<file path="src/rtl/eth_pkg.sv">
// Shared Ethernet receive constants: framing bytes, CRC-32 parameters,
// receive FSM state encodings and the byte-wise reflected CRC-32 update.
package eth_pkg;

    localparam logic [7:0]  ETH_PREAMBLE_BYTE = 8'h55;
    localparam logic [7:0]  ETH_SFD_BYTE      = 8'hD5;
    localparam logic [31:0] ETH_CRC_INIT      = 32'hFFFF_FFFF;
    localparam logic [31:0] ETH_CRC_POLY      = 32'hEDB8_8320;
    localparam logic [31:0] ETH_CRC_RESIDUE   = 32'hDEBB_20E3;

    localparam logic [1:0] S_PREAMBLE = 2'd0;
    localparam logic [1:0] S_PAYLOAD  = 2'd1;
    localparam logic [1:0] S_DROP     = 2'd2;

    // LSB-first CRC-32 over one byte, no final inversion.
    function automatic logic [31:0] crc32_next(input logic [31:0] crc, input logic [7:0] d);
        logic [31:0] c;
        c = crc ^ {24'd0, d};
        for (int i = 0; i < 8; i++) begin
            c = c[0] ? ((c >> 1) ^ ETH_CRC_POLY) : (c >> 1);
        end
        return c;
    endfunction

endpackage

</file>
<file path="src/rtl/eth_rx_fcs_check.sv">
// Strips preamble/SFD and FCS from a buffered receive byte stream, checks the
// CRC-32 residue and flags the last payload byte; keeps per-frame statistics.
module eth_rx_fcs_check
    import eth_pkg::*;
#(
    parameter int PREAMBLE_MAX_LEN = 7,
    parameter int COUNTER_WIDTH    = 16
) (
    input  logic                     Clk,
    input  logic                     Rst_n,
    input  logic [7:0]               Input_data,
    input  logic                     Input_valid,
    input  logic                     Input_last,
    output logic                     Input_ready,
    output logic [7:0]               Output_data,
    output logic                     Output_valid,
    output logic                     Output_last,
    output logic                     Output_fcs_ok,
    input  logic                     Output_ready,
    output logic [COUNTER_WIDTH-1:0] Count_good,
    output logic [COUNTER_WIDTH-1:0] Count_bad_fcs,
    output logic [COUNTER_WIDTH-1:0] Count_dropped,
    output logic [1:0]               Dbg_state
);

    localparam int PW = $clog2(PREAMBLE_MAX_LEN + 1) + 1;
    localparam logic [PW-1:0] PCNT_MAX = PW'(PREAMBLE_MAX_LEN);

    logic [1:0]       state;
    logic [PW-1:0]    pcnt;
    logic [2:0]       hold_cnt;
    logic [3:0][7:0]  hold;
    logic [31:0]      crc;
    logic [31:0]      crc_nxt;
    logic             accept;
    logic             emit;
    logic             fcs_match;
    logic             inc_good;
    logic             inc_bad;
    logic             inc_drop;

    // Handshake: a beat moves when valid && ready on a rising edge. Input is
    // accepted only when the single output register is empty or draining, and
    // never while reset is asserted.
    assign Input_ready = Rst_n && (!Output_valid || Output_ready);
    assign accept      = Input_valid && Input_ready;
    assign crc_nxt     = crc32_next(crc, Input_data);
    assign fcs_match   = (crc_nxt == ETH_CRC_RESIDUE);
    assign emit        = accept && (state == S_PAYLOAD) && (hold_cnt == 3'd4);
    assign Dbg_state   = state;

    always_comb begin
        inc_good = 1'b0;
        inc_bad  = 1'b0;
        inc_drop = 1'b0;
        if (accept && Input_last) begin
            case (state)
                S_PAYLOAD: begin
                    if (hold_cnt != 3'd4) inc_drop = 1'b1;
                    else if (fcs_match)   inc_good = 1'b1;
                    else                  inc_bad  = 1'b1;
                end
                default: inc_drop = 1'b1;
            endcase
        end
    end

    always_ff @(posedge Clk or negedge Rst_n) begin
        if (!Rst_n) begin
            state    <= S_PREAMBLE;
            pcnt     <= '0;
            hold_cnt <= '0;
            hold     <= '0;
            crc      <= ETH_CRC_INIT;
        end else if (accept) begin
            case (state)
                S_PREAMBLE: begin
                    if (Input_last) begin
                        pcnt <= '0;
                    end else if (Input_data == ETH_PREAMBLE_BYTE) begin
                        if (pcnt == PCNT_MAX) begin
                            state <= S_DROP;
                            pcnt  <= '0;
                        end else begin
                            pcnt <= pcnt + 1'b1;
                        end
                    end else if (Input_data == ETH_SFD_BYTE && pcnt != '0) begin
                        state    <= S_PAYLOAD;
                        pcnt     <= '0;
                        crc      <= ETH_CRC_INIT;
                        hold_cnt <= '0;
                    end else begin
                        state <= S_DROP;
                        pcnt  <= '0;
                    end
                end
                S_PAYLOAD: begin
                    crc  <= crc_nxt;
                    hold <= {hold[2:0], Input_data};
                    if (hold_cnt != 3'd4) hold_cnt <= hold_cnt + 1'b1;
                    if (Input_last) state <= S_PREAMBLE;
                end
                S_DROP: begin
                    if (Input_last) state <= S_PREAMBLE;
                end
                default: state <= S_PREAMBLE;
            endcase
        end
    end

    // hold[3] is the byte accepted four bytes ago; the last four bytes are FCS.
    always_ff @(posedge Clk or negedge Rst_n) begin
        if (!Rst_n) begin
            Output_data   <= '0;
            Output_valid  <= 1'b0;
            Output_last   <= 1'b0;
            Output_fcs_ok <= 1'b0;
        end else if (emit) begin
            Output_data   <= hold[3];
            Output_valid  <= 1'b1;
            Output_last   <= Input_last;
            Output_fcs_ok <= Input_last && fcs_match;
        end else if (Output_ready) begin
            Output_valid <= 1'b0;
        end
    end

    always_ff @(posedge Clk or negedge Rst_n) begin
        if (!Rst_n) begin
            Count_good    <= '0;
            Count_bad_fcs <= '0;
            Count_dropped <= '0;
        end else begin
            if (inc_good && Count_good != '1)       Count_good    <= Count_good + 1'b1;
            if (inc_bad  && Count_bad_fcs != '1)    Count_bad_fcs <= Count_bad_fcs + 1'b1;
            if (inc_drop && Count_dropped != '1)    Count_dropped <= Count_dropped + 1'b1;
        end
    end

endmodule
</file>
<file path="config.mk">
export PLATFORM = sky130hd
export DESIGN_NAME = eth_rx_fcs_check
export DESIGN_NICKNAME = d
export VERILOG_FILES = /design/src/rtl/eth_pkg.sv /design/src/rtl/eth_rx_fcs_check.sv
export SDC_FILE = /design/constraint.sdc
export NUM_CORES = 1
export LEC_CHECK = 0
export BUFFER_PORTS_ARGS = -buffer_cell sky130_fd_sc_hd__buf_2
export CORE_ASPECT_RATIO = 0.6
export CORE_MARGIN = 3
export CORE_UTILIZATION = 35
export CTS_BUF_LIST = sky130_fd_sc_hd__clkbuf_8 sky130_fd_sc_hd__clkbuf_16
export CTS_CLUSTER_DIAMETER = 120
export DETAILED_ROUTE_END_ITERATION = 16
export PLACE_DENSITY_LB_ADDON = 0.08
export SYNTH_ARGS = -nofsm -noshare
export SYNTH_HDL_FRONTEND = slang
export SYNTH_SLANG_ARGS = --single-unit
</file>
<file path="constraint.sdc">
create_clock -name Clk -period 9.52 [get_ports Clk]
set_clock_uncertainty 0.15 [all_clocks]
set_input_delay 1.904 -clock Clk [delete_from_list [all_inputs] [get_ports Clk]]
set_output_delay 1.904 -clock Clk [all_outputs]
set_load 0.01 [all_outputs]
</file>
==> metrics <==
number of setup violations in the final report=0; CTS tree=yes; Sw Ratio=37.9%; Fmax=191 MHz; ant diodes=0; Clock transition at path regs=60 ps; RSZ-0062 raised after global routing=no; commonest non-fill, non-tap cell in the layout=dfrtp_1; synthesized cell area=6900 um^2; maxcap violations=0; first-pass GRT wire length=26,800 um; Root Buffer Master=clkbuf_16; Avg WL per Cell=16.7 um; syn_area_per_cell=approximately 11 um^2; GP Congestion=roughly 0.87; synthesized flop and latch total=132; Setup crit start kind=input pin; period utilisation layout=54.9%; Slew headroom=approximately 33%; Worst Reg-to-Reg Cells=8; worst-skew pair later-pin latency=approximately 420 ps; Tightest Pin Transition=1000 ps; vias per inst=around 4.9; largest net degree at the start of global routing=73; worst setup path category=input pin to register; Yosys cell types=53; met2 Use GR=approximately a fifth; DRC violations left=0; Die H=115 um; Layout area overhead=18.0%; Mapped Cells=610; Tmin final=5230 ps; Die ar.=21,500 um^2; Tightest Hold Check Type=register to register; H-tree Lvls=4; Leak Pwr=3.80 nW; Clock Sink Count=132; max-slew violations=0; non-filler cells in the finished layout=968; drt first pass iters=4; Clock power frac=24.4%; Filler Cell Count=1,853; setup TNS=0 ps; via count=around 4,800; DP Wirelength=11,500 um; final hold violations=0; crit-path max FO=16; P_sw=~0.0010 W; GRT Total Usage=~16%; hold depth=2; Async S/R FF share, synth=100%; die width=187 um; peak supply drop=0.000168 V; IO Pins=75; most frequent cells in the layout=dfrtp_1, xnor2_1, buf_2, nor2_1, mux2_2; post-route core utilization=42.5%; routing usage on met3=3.87%; critical path required time=9680 ps; GR peak layer=met1; number of flops mapped to enable cells by yosys=0; Comb power frac=44.8%; CTS Buf Count=17; GRT met1 Usage=approximately 25%; Seq/Total Area, Yosys=48.4%; setup bufs post-CTS=0; Reg power frac=30.8%; DRT antenna net count=0; prevailing post-synth register cell=dfrtp_1; final WL=roughly 16,000 um; Power Dens Cells=326 nW/um^2; Hold-fix buffers, CTS=0; share of cells above drive strength 1=30.1%; post_cts resized=0; input/output buffers=74; starting density of the core=36.0%; core area=about 19,000 um^2; GRT Residual Overflow=0; syn nets=633; WP data arrival=~5400 ps; YS warnings=0; number of global-route vias before repair=4,755; # rows=39; Internal=0.00165 W; final net count=712; status=complete, no violations; First DRT Iteration DRCs=~260; Bufs on Longest Clock Path=2; Post-Place Cells=936; initial antenna violation count=0; CP endpoint kind=register
-- cell families after synthesis --
| kind of cell | after synthesis | share of synthesized area [%] |
|---|---|---|
| and+or+nand+nor | 197 | 14.7 |
| DFF | 132 | 48.4 |
| xor gates and xnor gates | 126 | 19.3 |
| AOI/OAI and AO/OA | 62 | 5.64 |
| muxes | 50 | 8.07 |
| buffers and inverters | 33 | 2.03 |
| adders and majority gates | 10 | 1.81 |
-- path summary, 6_finish.rpt --
| check | startpoint | end | slack, ps |
|---|---|---|---|
| min reg2reg | Output_last | Output_last | 330 |
| max reg2reg | crc[5] | Count_bad_fcs[1] | 5530 |
| max in group asynchronous | Rst_n | Count_dropped[1] | 6550 |
| min | Output_last | Output_last | 330 |
| min in group asynchronous | Rst_n | Count_bad_fcs[4] | 1320 |
| max | Input_data[5] | Count_bad_fcs[1] | 4290 |
-- metrics by stage --
| stage | total power [W] | worst slack, ps | area, um^2 | hold WS [ps] |
|---|---|---|---|---|
| after global routing | 0.00283 | 4050 | 8140 | 357 |
| final | 0.00265 | 4290 | 8140 | 331 |
| after detailed placement | 0.00200 | 3890 | 7560 | 326 |
| after global placement | 0.00201 | 3980 | 7560 | 320 |
| after floorplan | 0.00172 | 4860 | 6900 | 325 |
| after CTS | 0.00267 | 4330 | 8140 | 339 |
-- critical path, cell delays in order --
cell	delay (ps)
buf_2	150
xnor2_2	770
xor2_1	320
xnor3_1	380
nand2b_1	220
nor4_1	320
nand4_1	620
nand2_1	330
mux2_2	360
-- routing by layer --
metal	routed length, um	share of wire [%]
met1	9080	56
met2	6120	38
met3	797	4.9
met4	159	0.98
met5	0	0
-- final cells by class --
type	count	area [um^2]	share of cell area [%]
Clock inverter	14	140	1.72
Tap cell	266	333	4.09
Timing Repair Buffer	79	414	5.09
Multi-Input combinational cell	445	3420	42.0
Clock buffer	18	439	5.39
Sequential cell	132	3340	41.1
Inverter	14	52.6	0.645
-- sequential cells by signal, summed over array words and instances (netlist names) --
signal         count
Output_valid       1
Dbg_state          2
crc               32
pcnt               4
hold_cnt           3
Count_dropped     16
hold              32
Output_data        8
Output_last        1
Count_bad_fcs     16
Output_fcs_ok      1
Count_good        16
-- synth_stat cells (2+ instances only) --
library cell / count / area, um^2
a21o_1: 2 / 15.0
a21oi_1: 22 / 110
a22o_1: 2 / 17.5
a31oi_1: 14 / 87.6
a41o_1: 2 / 20.0
and2_1: 6 / 37.5
and3_1: 12 / 75.1
and4_1: 5 / 43.8
buf_1: 6 / 22.5
buf_4: 2 / 15.0
clkbuf_1: 9 / 33.8
dfrtp_1: 100 / 2500
dfstp_2: 32 / 841
ha_1: 10 / 125
inv_1: 14 / 52.6
mux2_2: 45 / 507
mux2i_1: 5 / 50.1
nand2_1: 43 / 161
nand2b_1: 6 / 37.5
nand3_1: 23 / 115
nand4_1: 12 / 75.1
nor2_1: 49 / 184
nor2b_1: 2 / 12.5
nor3_1: 21 / 105
nor3_2: 6 / 60.1
nor4_1: 4 / 25.0
o211ai_1: 4 / 30.0
o21a_1: 2 / 15.0
o21ai_0: 9 / 45.0
xnor2_1: 74 / 648
xnor2_2: 4 / 65.1
xnor2_4: 3 / 82.6
xnor3_1: 6 / 135
xor2_1: 34 / 298
xor2_2: 2 / 32.5
-- power groups by stage --
stage | registers, W | clock network, W | logic (W)
final | 0.000816 | 0.000648 | 0.00119
after global routing | 0.000834 | 0.000695 | 0.00130
after CTS | 0.000816 | 0.000669 | 0.00119
after detailed placement | 0.000825 | 0 | 0.00118
after global placement | 0.000823 | 0 | 0.00118
after floorplan | 0.000801 | 0 | 0.000919
(Power assumes the default switching activity.)
